File: src/rtl/fb_port_arbiter.sv
// ---------------------------------------------------------------------------
// fb_port_arbiter
//
// Shares the single port of a synchronous frame-buffer RAM between the VGA
// scan-out path and a processor. VGA owns the port whenever blank_b=1. The
// processor gets the port only during blanking. If display resumes before the
// access is issued, the access is dropped and retried in the next blanking
// period.
//
// Processor handshake (4-phase req/ack):
//   The processor raises cpu_req and holds cpu_we/cpu_addr/cpu_wdata stable.
//   The arbiter performs exactly one RAM access and pulses cpu_ack for one
//   cycle. For a read, cpu_rdata is valid with that pulse and stays held.
//   The processor then drops cpu_req. A new access starts only after cpu_req
//   has been seen low.
//
// Parameters:
//   ADDR_W : frame-buffer address width (matches pxlAddr)
//   DATA_W : pixel / data width
//
// Ports:
//   vgaclk, reset          : pixel clock; async active-high reset
//   blank_b, pxlAddr       : scan-out timing (1 = active display) and address
//   pix_data               : pixel to DAC, 2-cycle latency, 0 during blanking
//   cpu_req/we/addr/wdata  : processor request (held until cpu_ack)
//   cpu_ack, cpu_rdata     : completion pulse and read data
//   mem_addr/we/wdata      : RAM port
//   mem_rdata              : RAM read data, 1-cycle latency
//   stat_done, stat_abort  : saturating counters (only with FB_ARB_STATS_EN)
//   dbg_state              : current FSM state, for observation
//
// Optional feature macro: FB_ARB_STATS_EN
// ---------------------------------------------------------------------------
module fb_port_arbiter #(
    parameter int ADDR_W = 18,
    parameter int DATA_W = 8
) (
    input  logic              vgaclk,
    input  logic              reset,
    input  logic              blank_b,
    input  logic [ADDR_W-1:0] pxlAddr,
    output logic [DATA_W-1:0] pix_data,
    input  logic              cpu_req,
    input  logic              cpu_we,
    input  logic [ADDR_W-1:0] cpu_addr,
    input  logic [DATA_W-1:0] cpu_wdata,
    output logic              cpu_ack,
    output logic [DATA_W-1:0] cpu_rdata,
    output logic [ADDR_W-1:0] mem_addr,
    output logic              mem_we,
    output logic [DATA_W-1:0] mem_wdata,
    input  logic [DATA_W-1:0] mem_rdata,
`ifdef FB_ARB_STATS_EN
    output logic [15:0]       stat_done,
    output logic [15:0]       stat_abort,
`endif
    output logic [2:0]        dbg_state
);

    typedef enum logic [2:0] {
        S_IDLE    = 3'd0,
        S_ISSUE   = 3'd1,
        S_RDWAIT  = 3'd2,
        S_ACK     = 3'd3,
        S_RELEASE = 3'd4
    } state_t;

    state_t state;
    state_t state_next;
    logic   vga_rd_q;
    logic   cpu_owns_port;
    logic   abort;
    logic   rd_capture;

    // -----------------------------------------------------------------------
    // FSM state register
    // -----------------------------------------------------------------------
    always_ff @(posedge vgaclk or posedge reset) begin
        if (reset) begin
            state <= S_IDLE;
        end else begin
            state <= state_next;
        end
    end

    // -----------------------------------------------------------------------
    // FSM next-state and decoded controls
    // -----------------------------------------------------------------------
    always_comb begin
        state_next    = state;
        cpu_owns_port = 1'b0;
        abort         = 1'b0;
        rd_capture    = 1'b0;
        cpu_ack       = 1'b0;
        case (state)
            S_IDLE: begin
                if (cpu_req && !blank_b) begin
                    state_next = S_ISSUE;
                end
            end
            S_ISSUE: begin
                if (blank_b) begin
                    // Display resumed before the access went out: drop it
                    // without touching the RAM; it is retried next blanking.
                    abort      = 1'b1;
                    state_next = S_IDLE;
                end else begin
                    cpu_owns_port = 1'b1;
                    state_next    = cpu_we ? S_ACK : S_RDWAIT;
                end
            end
            S_RDWAIT: begin
                // The read is already in the RAM pipeline, so blank_b no
                // longer matters here.
                rd_capture = 1'b1;
                state_next = S_ACK;
            end
            S_ACK: begin
                cpu_ack    = 1'b1;
                state_next = S_RELEASE;
            end
            S_RELEASE: begin
                // A request still held high must not start a second access.
                if (!cpu_req) begin
                    state_next = S_IDLE;
                end
            end
            default: begin
                state_next = S_IDLE;
            end
        endcase
    end

    assign dbg_state = state;

    // -----------------------------------------------------------------------
    // RAM port mux: the processor drives the port only in ISSUE during
    // blanking; at every other time the scan-out address is presented.
    // -----------------------------------------------------------------------
    always_comb begin
        mem_addr  = pxlAddr;
        mem_we    = 1'b0;
        mem_wdata = '0;
        if (cpu_owns_port) begin
            mem_addr  = cpu_addr;
            mem_we    = cpu_we;
            mem_wdata = cpu_wdata;
        end
    end

    // -----------------------------------------------------------------------
    // VGA pipeline: blank_b is delayed to line up with the RAM's 1-cycle read
    // latency, so pix_data carries the pixel addressed two cycles earlier.
    // -----------------------------------------------------------------------
    always_ff @(posedge vgaclk or posedge reset) begin
        if (reset) begin
            vga_rd_q <= 1'b0;
            pix_data <= '0;
        end else begin
            vga_rd_q <= blank_b;
            pix_data <= vga_rd_q ? mem_rdata : '0;
        end
    end

    // -----------------------------------------------------------------------
    // Processor read data capture, held until the next read completes.
    // -----------------------------------------------------------------------
    always_ff @(posedge vgaclk or posedge reset) begin
        if (reset) begin
            cpu_rdata <= '0;
        end else if (rd_capture) begin
            cpu_rdata <= mem_rdata;
        end
    end

`ifdef FB_ARB_STATS_EN
    // -----------------------------------------------------------------------
    // Saturating activity counters.
    // -----------------------------------------------------------------------
    always_ff @(posedge vgaclk or posedge reset) begin
        if (reset) begin
            stat_done  <= 16'h0000;
            stat_abort <= 16'h0000;
        end else begin
            if (cpu_ack && (stat_done != 16'hFFFF)) begin
                stat_done <= stat_done + 16'h0001;
            end
            if (abort && (stat_abort != 16'hFFFF)) begin
                stat_abort <= stat_abort + 16'h0001;
            end
        end
    end
`endif

endmodule

File: config.mk
export PLATFORM = sky130hd
export DESIGN_NAME = fb_port_arbiter
export DESIGN_NICKNAME = d
export VERILOG_FILES = /design/src/rtl/fb_port_arbiter.sv
export SDC_FILE = /design/constraint.sdc
export NUM_CORES = 1
export LEC_CHECK = 0
export ABC_CLOCK_PERIOD_IN_PS = 1500
export BUFFER_PORTS_ARGS = -buffer_cell sky130_fd_sc_hd__buf_2
export CAP_MARGIN = 20
export CELL_PAD_IN_SITES_DETAIL_PLACEMENT = 1
export CELL_PAD_IN_SITES_GLOBAL_PLACEMENT = 1
export CORE_ASPECT_RATIO = 0.9
export CORE_UTILIZATION = 23
export CTS_BUF_LIST = sky130_fd_sc_hd__clkbuf_8
export DETAILED_ROUTE_END_ITERATION = 8
export GPL_TIMING_DRIVEN = 0
export PLACE_DENSITY = 0.84
export SLEW_MARGIN = 20
export SYNTH_ARGS = -nofsm -noshare
export SYNTH_HDL_FRONTEND = slang
export SYNTH_SLANG_ARGS = --single-unit
File: constraint.sdc
create_clock -name vgaclk -period 1.5 [get_ports vgaclk]
set_clock_uncertainty 0.05 [all_clocks]
set_input_delay 0.075 -clock vgaclk [delete_from_list [all_inputs] [get_ports vgaclk]]
set_output_delay 0.075 -clock vgaclk [all_outputs]
set_load 0.02 [all_outputs]
### Word level (Yosys, flattened, before mapping)

Index checks and enable logic that the tools add are counted.

| word-level totals | value |
|---|---|
| register bits after elaboration | 20 |
| word-level logic and storage cells | 27 |

| operators by class | value |
|---|---|
| eq/ne operators | 6 |
| muxes and demuxes | 13 |
| reduce and logical (&&, ||, !) cells | 4 |

Operators by type and width:

| kind | number |
|---|---|
| 2-to-1 mux 18 bit | 1 |
| 2-to-1 mux 8 bit | 2 |
| one-hot mux 3 bit (5 select lines) | 1 |
| equality test 3 x 2 -> 1 bit (second input constant) | 2 |
| 2-to-1 mux 1 bit | 6 |
| 2-to-1 mux 3 bit | 2 |
| inequality test 2 bit (second input constant) | 2 |
| equality test 3 x 1 -> 1 bit (second input constant) | 1 |
| equality test 3 bit (second input constant) | 1 |
| logical NOT 3 bit | 1 |
| 2-to-1 mux 2 bit | 1 |
| AND reduction 2 bit | 1 |
| logical AND 1 bit | 1 |
| logical NOT 1 bit | 1 |

### Depth between registers and ports, before layout

| logic depth | value |
|---|---|
| depth after elaboration | 4 |
| depth in mapped cells | 5 |
| depth with buffers taken out | 3 |

### Worst setup path before layout

Ideal clock, no wire load.

| path | value |
|---|---|
| path type | reg2out |
| start point | reg state[2] (netlist: dbg_state[2]) |
| end point | out mem_addr[15] |
| setup slack | -0.356 ns |
| buffers on the path | 2 |
| cell stages (with the launch flop) | 5 |
| data required time | 1.375 ns |
| arrival time | 1.731 ns |
| path through | dfrtp_1 > buf_6 > nor4b_4 > buf_6 > mux2_1 |

| on the way | value |
|---|---|
| cells in the longest elaborated chain, start to end | 3 |

RTL lines:

| item | RTL line | RTL |
|---|---|---|
| start, declared | 68 | `state_t state;` |
| start signal, assigned | 82 | `state <= state_next;` |
| equality test 3 x 1 -> 1 bit | 95 | `case (state)` |
| 2-to-1 mux 1 bit | 95 |  |
| 2-to-1 mux 18 bit | 144 | `if (cpu_owns_port) begin` |
| end, declared | 49 | `output logic [ADDR_W-1:0] mem_addr,` |

Every way passes these cells.

### Worst setup path after layout

| path | value |
|---|---|
| start point | reg state[2] (netlist: dbg_state[2]) |
| end point | out mem_addr[2] |

The elaborated chain is that of the path after synthesis.

==> results.py <==
metrics = {
    "critical_path": {
        "max_stage_delay_ps": 440,
        "cp_common_cell": "buf_6",
        "crit_type": "register to output port",
        "path_delay_family": "buffers and inverters",
        "critPathRequiredTime_ps": 1370,
        "cp-start-kind": "register",
        "critPathSlowestCell": "dfrtp_2",
        "worstPathCellList": "nor4b_4 -> buf_6 -> buf_6 -> mux2_4 -> buf_6",
        "arrival_ps": 1770,
        "end_kind": "output port",
        "crit_fanout": 5,
        "path_buf_inv": 3,
    },
    "floorplanning": {
        "row_count": 22,
        "die_y_um": 65.5,
        "io_pins": 104,
        "initial_core_util": 0.246,
        "core_area_um2": 4180,
        "die_area_um2": 4750,
        "die_w_um": 72.6,
    },
    "timing": {
        "grt_setup_unrepaired": "yes",
        "tns_ps": -9110,
        "relSlewSlack": 0.502,
        "post-route-period-util": 1.27,
        "finalCriticalPeriod_ps": 1900,
        "drv_slew": 0,
        "final_hold_viol_count": 1,
        "setup_ws_ps": -398,
        "setup_violations": 27,
        "max_freq_ghz": 0.527,
        "worstMarginPinSlew_ps": 747,
        "hold_slack_ps": -2.09,
    },
    "global_route": {
        "grt_remaining_overflow": 0,
        "grt_pass1_vias": 1184,
        "grt_pass1_wl_um": 6240,
        "grt_max_degree": 21,
        "antenna_found_initial": 0,
        "grt_usage": 0.180,
    },
    "cells_and_area": {
        "area_growth_syn_to_layout_pct": 114,
        "final_cell_area_um2": 2200,
        "num_antenna_cells": 0,
        "nets": 266,
        "drive_gt1_frac": 0.808,
        "final_util": 0.526,
    },
    "pwr": {
        "p_int_w": 0.00199,
        "finalPower_w": 0.00319,
        "switching_power_w": 0.00119,
        "comb_power_share": 0.618,
        "p_leak_nw": 1.16,
        "p_sw_frac": 0.375,
        "seqPwrFrac": 0.253,
        "power_frac_clock": 0.128,
        "p_per_area_nw_per_um2": 1450,
        "vdd_ir_drop_max_mv": 0.666,
    },
    "route": {
        "antenna_left": 0,
        "dr.pass1.iters": 4,
        "drt-vias-per-instance": 4.17,
        "finalWirelength_um": 4480,
        "vias": 1117,
        "drc": 0,
        "wl_per_cell_um": 16.7,
        "drt_iter0_drc": 43,
    },
    "clocking": {
        "root_buffer": "clkbuf_8",
        "cts_tree": "yes",
        "clk_latency_ps": 260,
        "cts_htree_levels": 1,
        "clock_sink_count": 20,
        "clockBufferDepth": 2,
        "numCtsBuffers": 3,
        "clk_pin_slew_ps": 70,
    },
    "synth": {
        "synth.distinct_cells": 14,
        "yosysMostFrequentCell": "mux2_2",
        "synthTopCellsByArea": "dfrtp_1, mux2_2, and2_1",
        "synth-edff-count": 0,
        "ys_warn_count": 0,
        "synthTopCellsByCount": "mux2_2, dfrtp_1, and2_1, inv_1, buf_6",
        "synth_fp_nets": 137,
        "netlist_area_um2": 1030,
        "synth_area_leader_cell": "dfrtp_1",
        "syn_area_per_cell_um2": 12.9,
        "synth_top_area_frac": 0.485,
        "ys_async_sr_fraction": 1.00,
        "synth-seq-area-share": 0.485,
        "synth_cells": 80,
        "ys_seq_elements": 20,
        "synth_ff_type": "dfrtp_1",
    },
    "status": {
        "failed_checks": "negative hold slack, negative setup slack",
        "status": "finished with violations",
    },
    "run": {
        "drv_cap": 0,
    },
    "placed_design": {
        "dp_hpwl_um": 3100,
        "place_congestion": 0.729,
        "io_buffers": 103,
        "dpl-instance-area_um2": 1700,
    },
    "worst_hold_path": {
        "hold_path_class": "input port to register",
    },
}
==> timing repair <==
item	CTS	global route
pin swaps	1	2
buffers inserted	8	6
gates cloned	1	0
setup endpoints to repair	36	37
gates resized for setup	71	6
hold buffers	6	1
hold endpoints to repair	25	1
==> flip-flops by register name, summed over array words and instances (netlist names) <==
register   flops
vga_rd_q       1
cpu_rdata      8
dbg_state      3
pix_data       8
==> power by group through the flow <==
stage | sequential [W] | combinational, W | clock, W
finish | 0.000808 | 0.00197 | 0.000409
global route | 0.000822 | 0.00206 | 0.000451
CTS | 0.000808 | 0.00179 | 0.000420
detailed placement | 0.000819 | 0.00141 | 0
global placement | 0.000810 | 0.00138 | 0
floorplan | 0.00100 | 0.000764 | 0
==> layout make-up <==
| class | count | area, µm² |
|---|---|---|
| repair buffers | 125 | 913 |
| plain buffers | 2 | 35.0 |
| fillers | 489 | 1980 |
| inverters | 4 | 17.5 |
| multi-input cells | 53 | 602 |
| well taps | 60 | 75.1 |
| clock buffers | 4 | 55.1 |
| flip-flops and latches | 20 | 504 |
==> per-stage QoR <==
stage	setup WS [ps]	instances
floorplan	-253	80
global placement	-438	243
detailed placement	-462	243
CTS	-378	261
global route	-450	268
finish	-398	268
==> routing by layer <==
| metal | up-vias | part of all wire | routed length (µm) | track usage |
|---|---|---|---|---|
| met2 | 32 | 0.57 | 2540 | 0.332 |
| met4 | 0 | 0.017 | 77 | 0.0637 |
| met5 | - | 0 | 0 | 0 |
| met1 | 547 | 0.38 | 1710 | 0.206 |
| li1 | 529 | - | - | - |
| met3 | 9 | 0.034 | 152 | 0.0368 |
==> layout by cell type, fill, tap and decap left out, types with 2 or more instances in the layout <==
| cell | n |
|---|---|
| a21oi_1 | 2 |
| and2_1 | 8 |
| and2_4 | 8 |
| buf_2 | 76 |
| buf_4 | 7 |
| buf_6 | 34 |
| clkbuf_8 | 4 |
| dfrtp_1 | 17 |
| dfrtp_2 | 3 |
| dlygate4sd3_1 | 7 |
| inv_1 | 3 |
| mux2_2 | 8 |
| mux2_4 | 18 |
| nor2_1 | 2 |
==> kinds of logic (layout without fill, tap and decap cells) <==
logic type	after synthesis	in the layout	synth area share
buffers and inverters	7	135	0.0473
multiplexers	26	26	0.284
AND/OR/NAND/NOR	23	23	0.158
flip-flops	20	20	0.485
AO/OA/AOI/OAI	4	4	0.0255
==> worst paths after layout <==
kind	startpoint	end	slack [ps]	cells past startpoint
min in group asynchronous	reset	pix_data[0]	460	3
hold reg to reg	cpu_rdata[3]	cpu_rdata[3]	460	1
max in group asynchronous	reset	dbg_state[1]	430	3
setup reg to reg	dbg_state[2]	dbg_state[0]	20	7
hold / removal	mem_rdata[7]	pix_data[7]	-2	2
setup / recovery	dbg_state[2]	mem_addr[2]	-400	5
==> worst reg2reg max path, cell delays in order (launching register included) <==
cell and delay [ps]:
dfrtp_2 440, nor4b_4 290, buf_6 190, buf_8 120, buf_6 100, nand2_4 50
buf_6 110, o31ai_4 40
Note: power is estimated with default switching activity, not from simulation.
